[src/rtl/im_arb_pkg.sv]
// Shared constants and types for the instruction-memory port arbiter.
// Holds requester indices, default ROM geometry and the registered response record.
package im_arb_pkg;

  localparam logic REQ_F = 1'b0;
  localparam logic REQ_D = 1'b1;

  localparam logic [31:0] IM_BASE_ADDR = 32'h0000_3000;
  localparam int          IM_DEPTH     = 4096;

  typedef struct packed {
    logic        valid;
    logic        err;
    logic [31:0] data;
  } resp_t;

endpackage

[src/rtl/im_addr_check.sv]
// Range and word-alignment check of a byte address against the ROM window.
// Latency: combinational. Backpressure: none.
module im_addr_check #(
  parameter logic [31:0] BASE_ADDR = 32'h0000_3000,
  parameter int          DEPTH     = 4096
) (
  input  logic [31:0] addr,
  output logic        ok
);

  // Span kept at 33 bits so a window reaching the top of the address space cannot wrap.
  localparam logic [32:0] SPAN = 33'(DEPTH) << 2;

  logic [31:0] offset;

  assign offset = addr - BASE_ADDR;
  assign ok     = (addr[1:0] == 2'b00) && (addr >= BASE_ADDR) && ({1'b0, offset} < SPAN);

endmodule

[src/rtl/im_port_arbiter.sv]
// Arbitrates fetch and debug reads onto one combinational ROM port; IM_ARB_RR_EN selects round-robin.
// Latency: grant same cycle, response registered one cycle later. Backpressure: none, responses must be taken.
// Default build is fixed fetch priority with a starvation override for debug.
module im_port_arbiter
  import im_arb_pkg::*;
#(
  parameter logic [31:0] BASE_ADDR    = IM_BASE_ADDR,
  parameter int          DEPTH        = IM_DEPTH,
  parameter int          STARVE_LIMIT = 4
) (
  input  logic        clk,
  input  logic        reset,
  input  logic        f_req,
  input  logic [31:0] f_addr,
  input  logic        f_flush,
  output logic        f_gnt,
  output logic        f_rvalid,
  output logic [31:0] f_rdata,
  output logic        f_err,
  input  logic        d_req,
  input  logic [31:0] d_addr,
  output logic        d_gnt,
  output logic        d_rvalid,
  output logic [31:0] d_rdata,
  output logic        d_err,
  output logic [31:0] im_addr,
  input  logic [31:0] im_instr
);

  logic  f_req_eff;
  logic  addr_ok;
  resp_t f_resp;
  resp_t d_resp;

  // A flushed fetch never competes, so debug can use the slot.
  assign f_req_eff = f_req & ~f_flush;

`ifdef IM_ARB_RR_EN
  logic last_grant;

  assign d_gnt = d_req & (~f_req_eff | (last_grant == REQ_F));

  always_ff @(posedge clk or posedge reset) begin
    if (reset) begin
      last_grant <= REQ_F;
    end else if (d_gnt) begin
      last_grant <= REQ_D;
    end else if (f_gnt) begin
      last_grant <= REQ_F;
    end
  end
`else
  localparam int CW = $clog2(STARVE_LIMIT + 1);

  logic [CW-1:0] starve_cnt;

  assign d_gnt = d_req & ((starve_cnt == CW'(STARVE_LIMIT)) | ~f_req_eff);

  // Counts consecutive cycles debug asked and lost; saturates at the limit.
  always_ff @(posedge clk or posedge reset) begin
    if (reset) begin
      starve_cnt <= '0;
    end else if (!d_req || d_gnt) begin
      starve_cnt <= '0;
    end else if (starve_cnt != CW'(STARVE_LIMIT)) begin
      starve_cnt <= starve_cnt + 1'b1;
    end
  end
`endif

  assign f_gnt   = f_req_eff & ~d_gnt;
  assign im_addr = d_gnt ? d_addr : (f_gnt ? f_addr : BASE_ADDR);

  im_addr_check #(
    .BASE_ADDR(BASE_ADDR),
    .DEPTH    (DEPTH)
  ) u_addr_check (
    .addr(im_addr),
    .ok  (addr_ok)
  );

  // Data only updates on a grant; the idle requester keeps its last word.
  always_ff @(posedge clk or posedge reset) begin
    if (reset) begin
      f_resp <= '0;
      d_resp <= '0;
    end else begin
      f_resp.valid <= f_gnt;
      f_resp.err   <= f_gnt & ~addr_ok;
      if (f_gnt) begin
        f_resp.data <= addr_ok ? im_instr : 32'h0;
      end
      d_resp.valid <= d_gnt;
      d_resp.err   <= d_gnt & ~addr_ok;
      if (d_gnt) begin
        d_resp.data <= addr_ok ? im_instr : 32'h0;
      end
    end
  end

  assign f_rvalid = f_resp.valid;
  assign f_rdata  = f_resp.data;
  assign f_err    = f_resp.err;
  assign d_rvalid = d_resp.valid;
  assign d_rdata  = d_resp.data;
  assign d_err    = d_resp.err;

endmodule

[config.mk]
export PLATFORM = sky130hd
export DESIGN_NAME = im_port_arbiter
export DESIGN_NICKNAME = d
export VERILOG_FILES = /design/src/rtl/im_arb_pkg.sv /design/src/rtl/im_addr_check.sv /design/src/rtl/im_port_arbiter.sv
export SDC_FILE = /design/constraint.sdc
export NUM_CORES = 1
export LEC_CHECK = 0
export ABC_AREA = 1
export CAP_MARGIN = 25
export CORE_MARGIN = 5
export CORE_UTILIZATION = 35
export DETAILED_ROUTE_END_ITERATION = 8
export MAX_ROUTING_LAYER = met4
export PLACE_DENSITY = 0.72
export SETUP_SLACK_MARGIN = 0.15
export SLEW_MARGIN = 20
export SYNTH_ARGS = -nofsm -noshare
export SYNTH_HDL_FRONTEND = slang
export SYNTH_SLANG_ARGS = --single-unit
[constraint.sdc]
create_clock -name clk -period 3.8 [get_ports clk]
set_clock_uncertainty 0.05 [all_clocks]
set_input_delay 1.14 -clock clk [delete_from_list [all_inputs] [get_ports clk]]
set_output_delay 1.14 -clock clk [all_outputs]
set_load 0.005 [all_outputs]
Word-level counts from Yosys, hierarchy flattened. Index checks and enable logic that the tools add are counted.

Word-level logic and storage cells: 34. Flip-flop bits (word level): 71. Bits in latches: 0. Memories: 0. Bits in read-only memories: 0. Bits in writable memories: 0. Bits of input ports: 101.

Shifts and indexed selects: 0. Add/sub/neg operators: 2. Div/mod/pow operators: 0. Bitwise operators: 10. $lt $le $gt $ge: 2. Multipliers: 0. Equality and inequality tests: 2. Reductions and logical operators: 6. Muxes and demuxes: 5.

Operators by type and width (number): 2-to-1 mux 32 bit (3); >= comparator 32 x 14 -> 1 bit, second input constant (1); less-than comparator 32 x 15 -> 1 bit, second input constant (1); subtractor 32 x 14 -> 32 bit, second input constant (1); 2-to-1 mux 3 bit (2); AND 1 bit (5); inverter 1 bit (4); adder 3 x 1 -> 3 bit, second input constant (1); equality test 3 bit, second input constant (1); inequality test 3 bit, second input constant (1); logical AND 1 bit (2); logical NOT 2 bit (1); nonzero test 2 bit (1); logical NOT 1 bit (1); logical OR 1 bit (1); bitwise OR 1 bit (1).

Longest topological paths before layout.
Depth after elaboration: 14. Depth in mapped cells: 20. Mapped depth without buffers: 19.

Hierarchy. A second synthesis with hierarchy kept.

Cell total of the unflattened synthesis: 493. Area total of the unflattened synthesis: 3707.3 um^2.

By module, submodules not included: im_port_arbiter (cells each 411, instances 1, area an instance 3353.2 um^2, sequential area each 1776.7 um^2); im_addr_check (cells each 82, instances 1, area an instance 354.1 um^2, sequential area each 0.0 um^2).

Least setup slack after synthesis. No wires, ideal clock.

Kind: input port to output port. Start point: input port f_req. End point: output port im_addr[2]. Path slack: 0.282 ns. Data arrival time: 2.328 ns. Stages: 7. Cell sequence: inv_1 -> nor2_1 -> o21ai_4 -> inv_2 -> buf_1 -> clkbuf_1 -> a22o_1.

Word-level cells in the longest chain between the ends: 8.

RTL lines: from (decl) (line im_port_arbiter.sv:13) `input logic f_req,`; AND 1 bit (*) (line im_port_arbiter.sv:36) `assign f_req_eff = f_req & ~f_flush;`; inverter 1 bit (line im_port_arbiter.sv:57) `assign d_gnt = d_req & ((starve_cnt == CW'(STARVE_LIMIT)) | ~f_req_eff);`; bitwise OR 1 bit (line im_port_arbiter.sv:57); AND 1 bit (line im_port_arbiter.sv:57); inverter 1 bit (line im_port_arbiter.sv:71) `assign f_gnt = f_req_eff & ~d_gnt;`; AND 1 bit (line im_port_arbiter.sv:71); 2-to-1 mux 32 bit (line im_port_arbiter.sv:72) `assign im_addr = d_gnt ? d_addr : (f_gnt ? f_addr : BASE_ADDR);`; 2-to-1 mux 32 bit (*) (line im_port_arbiter.sv:72); to (decl) (line im_port_arbiter.sv:26) `output logic [31:0] im_addr,`.

Mark *: on every way between the ends. The rest lies on a longest branch, timed or not.

Final worst setup path.
Start point: input port f_flush. End point: output port im_addr[30].

Word-level cells in the longest chain between the ends: 9.

RTL lines: from (decl) (line im_port_arbiter.sv:15) `input logic f_flush,`; inverter 1 bit (*) (line im_port_arbiter.sv:36); AND 1 bit (*) (line im_port_arbiter.sv:36); inverter 1 bit (line im_port_arbiter.sv:57); bitwise OR 1 bit (line im_port_arbiter.sv:57); AND 1 bit (line im_port_arbiter.sv:57); inverter 1 bit (line im_port_arbiter.sv:71); AND 1 bit (line im_port_arbiter.sv:71); 2-to-1 mux 32 bit (line im_port_arbiter.sv:72); 2-to-1 mux 32 bit (*) (line im_port_arbiter.sv:72).

Marked as above.

==> impl_results.md <==
* DR WL/cell at 16.89 um
* Fin crit share at 98.14%
* Post-layout nets at 868
* Pre-CTS setup slack at -399.3 ps
* CTS tree: done
* Final critical-path required period at 3729 ps
* Crit-path max cell delay at 440 ps
* Cell taking the most area after synthesis: dfrtp_1
* WP data arrival at 2540 ps
* CP Launch Point: f_flush
* Comb pwr share at 25.0%
* Clock power frac at 35.2%
* Max clock buf depth at 2
* Via density per instance at 5.010
* ANT nets after route at 0
* RSZ-0062 raised after global routing: yes
* Starting Density at 35.72%
* Vias in the first global route at 4510
* Post-synth top cells: nand2_1, dfrtp_1, nand4_1, nor2_1, inv_1
* Placed Area at 6389 um^2
* Crit-path cells: clkdlybuf4s15_2, inv_1, nand3_2, nand2_4, inv_4, buf_12, nand2_1, o21a_1, inv_1, clkdlybuf4s50_1
* Pwr per Cell Area at 281.7 nW/um^2
* Peak Freq at 0.2681 GHz
* Max-cap violations at 0
* NetSw at 517.3 uW
* Cell mode on critical path: inv_1
* #FFs+latches synth at 71
* H-tree depth at 3
* EDFF count, synth at 0
* Inst Count DP at 880
* CP delay by family, top: buffers and inverters
* Mean post-synth cell area at 7.450 um^2
* Hold Path End: starve_cnt[0]
* Total number of vias at 4559
* 1st-iter DRT viols at 395
* Non-filler cells, final at 910
* FF-to-FF Start: starve_cnt[0]
* Synthesized area at 3889 um^2
* Cell count of the worst reg-to-reg path at 18
* Internal power at 1.392 mW
* Final worst slack at 70.55 ps
* Setup violators final at 0
* Type of the worst min-delay path: reg2reg
* Residual DRC at 0
* Area Overhead vs Synth at 74.29%
* Largest net degree at the start of global routing at 46
* RD Place Congestion at 0.9450
* Worst skew pair latency at 340 ps
* DPL Wire Length at 11610 um
* Hold buffers post-CTS at 0
* Synth unique cells at 30
* Final Max Tran Viols at 0
* N_diodes at 0
* Yosys warnings at 0
* Antenna violations before repair at 0
* Slew @ Worst Pin at 833.2 ps
* Core box area at 10890 um^2
* WP data required at 2610 ps
* Leakage power at 3.504 nW
* Die X at 115.4 um
* Pre-antenna DRT Iters at 5
* Status: completed
* Switching part of the total at 27.10%
* Post-synthesis sequential area ratio at 45.69%
* Final Power at 1.909 mW
* WP buf/inv at 6
* Die area at 13320 um^2
* Slew Limit Headroom at 44.37%
* Main synth FF type: dfrtp_1
* Crit path launch type: input port
* Die height at 115.4 um
* Root Buffer: clkbuf_8
* Port-buffer cells at 202
* R2r endpoint: d_rdata[3]
* Total wire length at 15370 um
* Net Count, Synth at 625
* GRT Residual Overflow at 0
* Sequential Power Share at 39.8%
* TritonCTS Buffers at 9
* Hold path start: starve_cnt[0]
* First-pass GRT wire length at 23520 um
* Ports at 203
* Maximum vdd drop at 0.1972 mV
* GRT Overall Usage at 23.60%
* Cell area after layout at 6778 um^2
* Cells after synthesis at 522
* Ys async rst share at 100.0%
* R2R Setup Slk at 730 ps
* Share of layout cells above drive strength 1 at 14.03%
* Most numerous cell in the Yosys netlist: nand2_1
* WS Path Type: in2out
* Slowest cell on crit path: clkdlybuf4s50_1
* CTS clk-pin slew, worst paths at 70 ps
* Hold-critical path depth at 1
* Top cells by area, synth: dfrtp_1, nand2_1, nand4_1, nor2_1, inv_1
* Clock Sinks at 71
* Hold Fails Final Rpt at 0
* CP Max Fanout at 9
* Rows at 38
* Yosys top cell area share at 45.69%
* CP endpoint kind: output pin
==> cell type report <==
cell class | instances | area (um^2)
fill | 964 | 4110
timing repair buffer | 266 | 2619
multi-input combinational | 375 | 1822
sequential | 71 | 1777
tap | 140 | 175.2
inverter | 42 | 162.7
clock buffer | 11 | 141.4
clock inverter | 5 | 81.33
==> state kept, by name, indices dropped and copies added (netlist names) <==
register and count:
f_err 1, starve_cnt 3, d_rvalid 1, d_rdata 32, f_rvalid 1, d_err 1
f_rdata 32
==> worst max-delay path by stage <==
stage	slack, ps	end	cells past startpoint
floorplan	280	im_addr[2]	7
global placement	-340	im_addr[26]	9
detailed placement	-400	im_addr[28]	9
CTS	70	im_addr[30]	10
global route	10	im_addr[30]	10
finish	70	im_addr[30]	10
==> routing by layer <==
metal  wire [um]  GRT usage (%)  up-vias
met5           0              -        -
met4         377          8.998        0
met3        1331          4.947       25
met2        7278          38.19      212
met1        6385          28.98     2123
li1            -              -     2199
==> power by group through the flow <==
| stage | sequential [mW] | combinational, mW | clock, mW |
|---|---|---|---|
| global placement | 0.775 | 0.463 | 0 |
| finish | 0.760 | 0.477 | 0.672 |
| detailed placement | 0.775 | 0.466 | 0 |
| floorplan | 0.775 | 0.177 | 0 |
| CTS | 0.760 | 0.472 | 0.688 |
| global route | 0.760 | 0.517 | 0.729 |
==> placed cells by master (no fill, tap or decap), types with 3 or more instances in the layout <==
cell,Yosys,routed
nand2_1,196,195
clkdlybuf4s50_1,0,167
dfrtp_1,71,71
nand4_1,64,64
buf_4,12,54
nor2_1,47,45
inv_1,38,36
nand3_1,24,23
dlygate4sd2_1,0,20
a22o_1,10,10
clkbuf_8,0,10
buf_12,0,9
o21ai_2,3,7
dlymetal6s2s_1,0,6
inv_2,4,4
o21ai_1,6,4
nor3_1,3,3
xor2_1,3,3
clkdlybuf4s15_1,0,3
clkbuf_2,0,3
==> kinds of logic (layout without fill, tap and decap cells) <==
family                   count (synthesis)  after routing  share of synthesized area [%]
AND/OR/NAND/NOR                        339            339                          38.26
buffers and inverters                   76            324                          8.848
adder cells (fa/ha/maj)                  2              2                         0.6434
flip-flops                              71             71                          45.69
XOR/XNOR                                 4              4                         0.9011
AO/OA/AOI/OAI                           30             30                          5.663
==> through the flow <==
stage | hold slack, ps | setup TNS [ps] | util (%)
CTS | 422.0 | 0 | 61.68
finish | 420.0 | 0 | 62.25
global route | 440.6 | 0 | 62.25
detailed placement | 411.6 | -19540 | 58.68
global placement | 398.5 | -17230 | 58.68
floorplan | 391.8 | 0 | -
==> repair_timing <==
action / in CTS / in global routing
buffers inserted: 8 / 5
resized for setup: 48 / 20
endpoints found under the setup margin: 35 / 18
pin swaps: 2 / 4
cloned: 1 / 0
(Power assumes the default switching activity.)
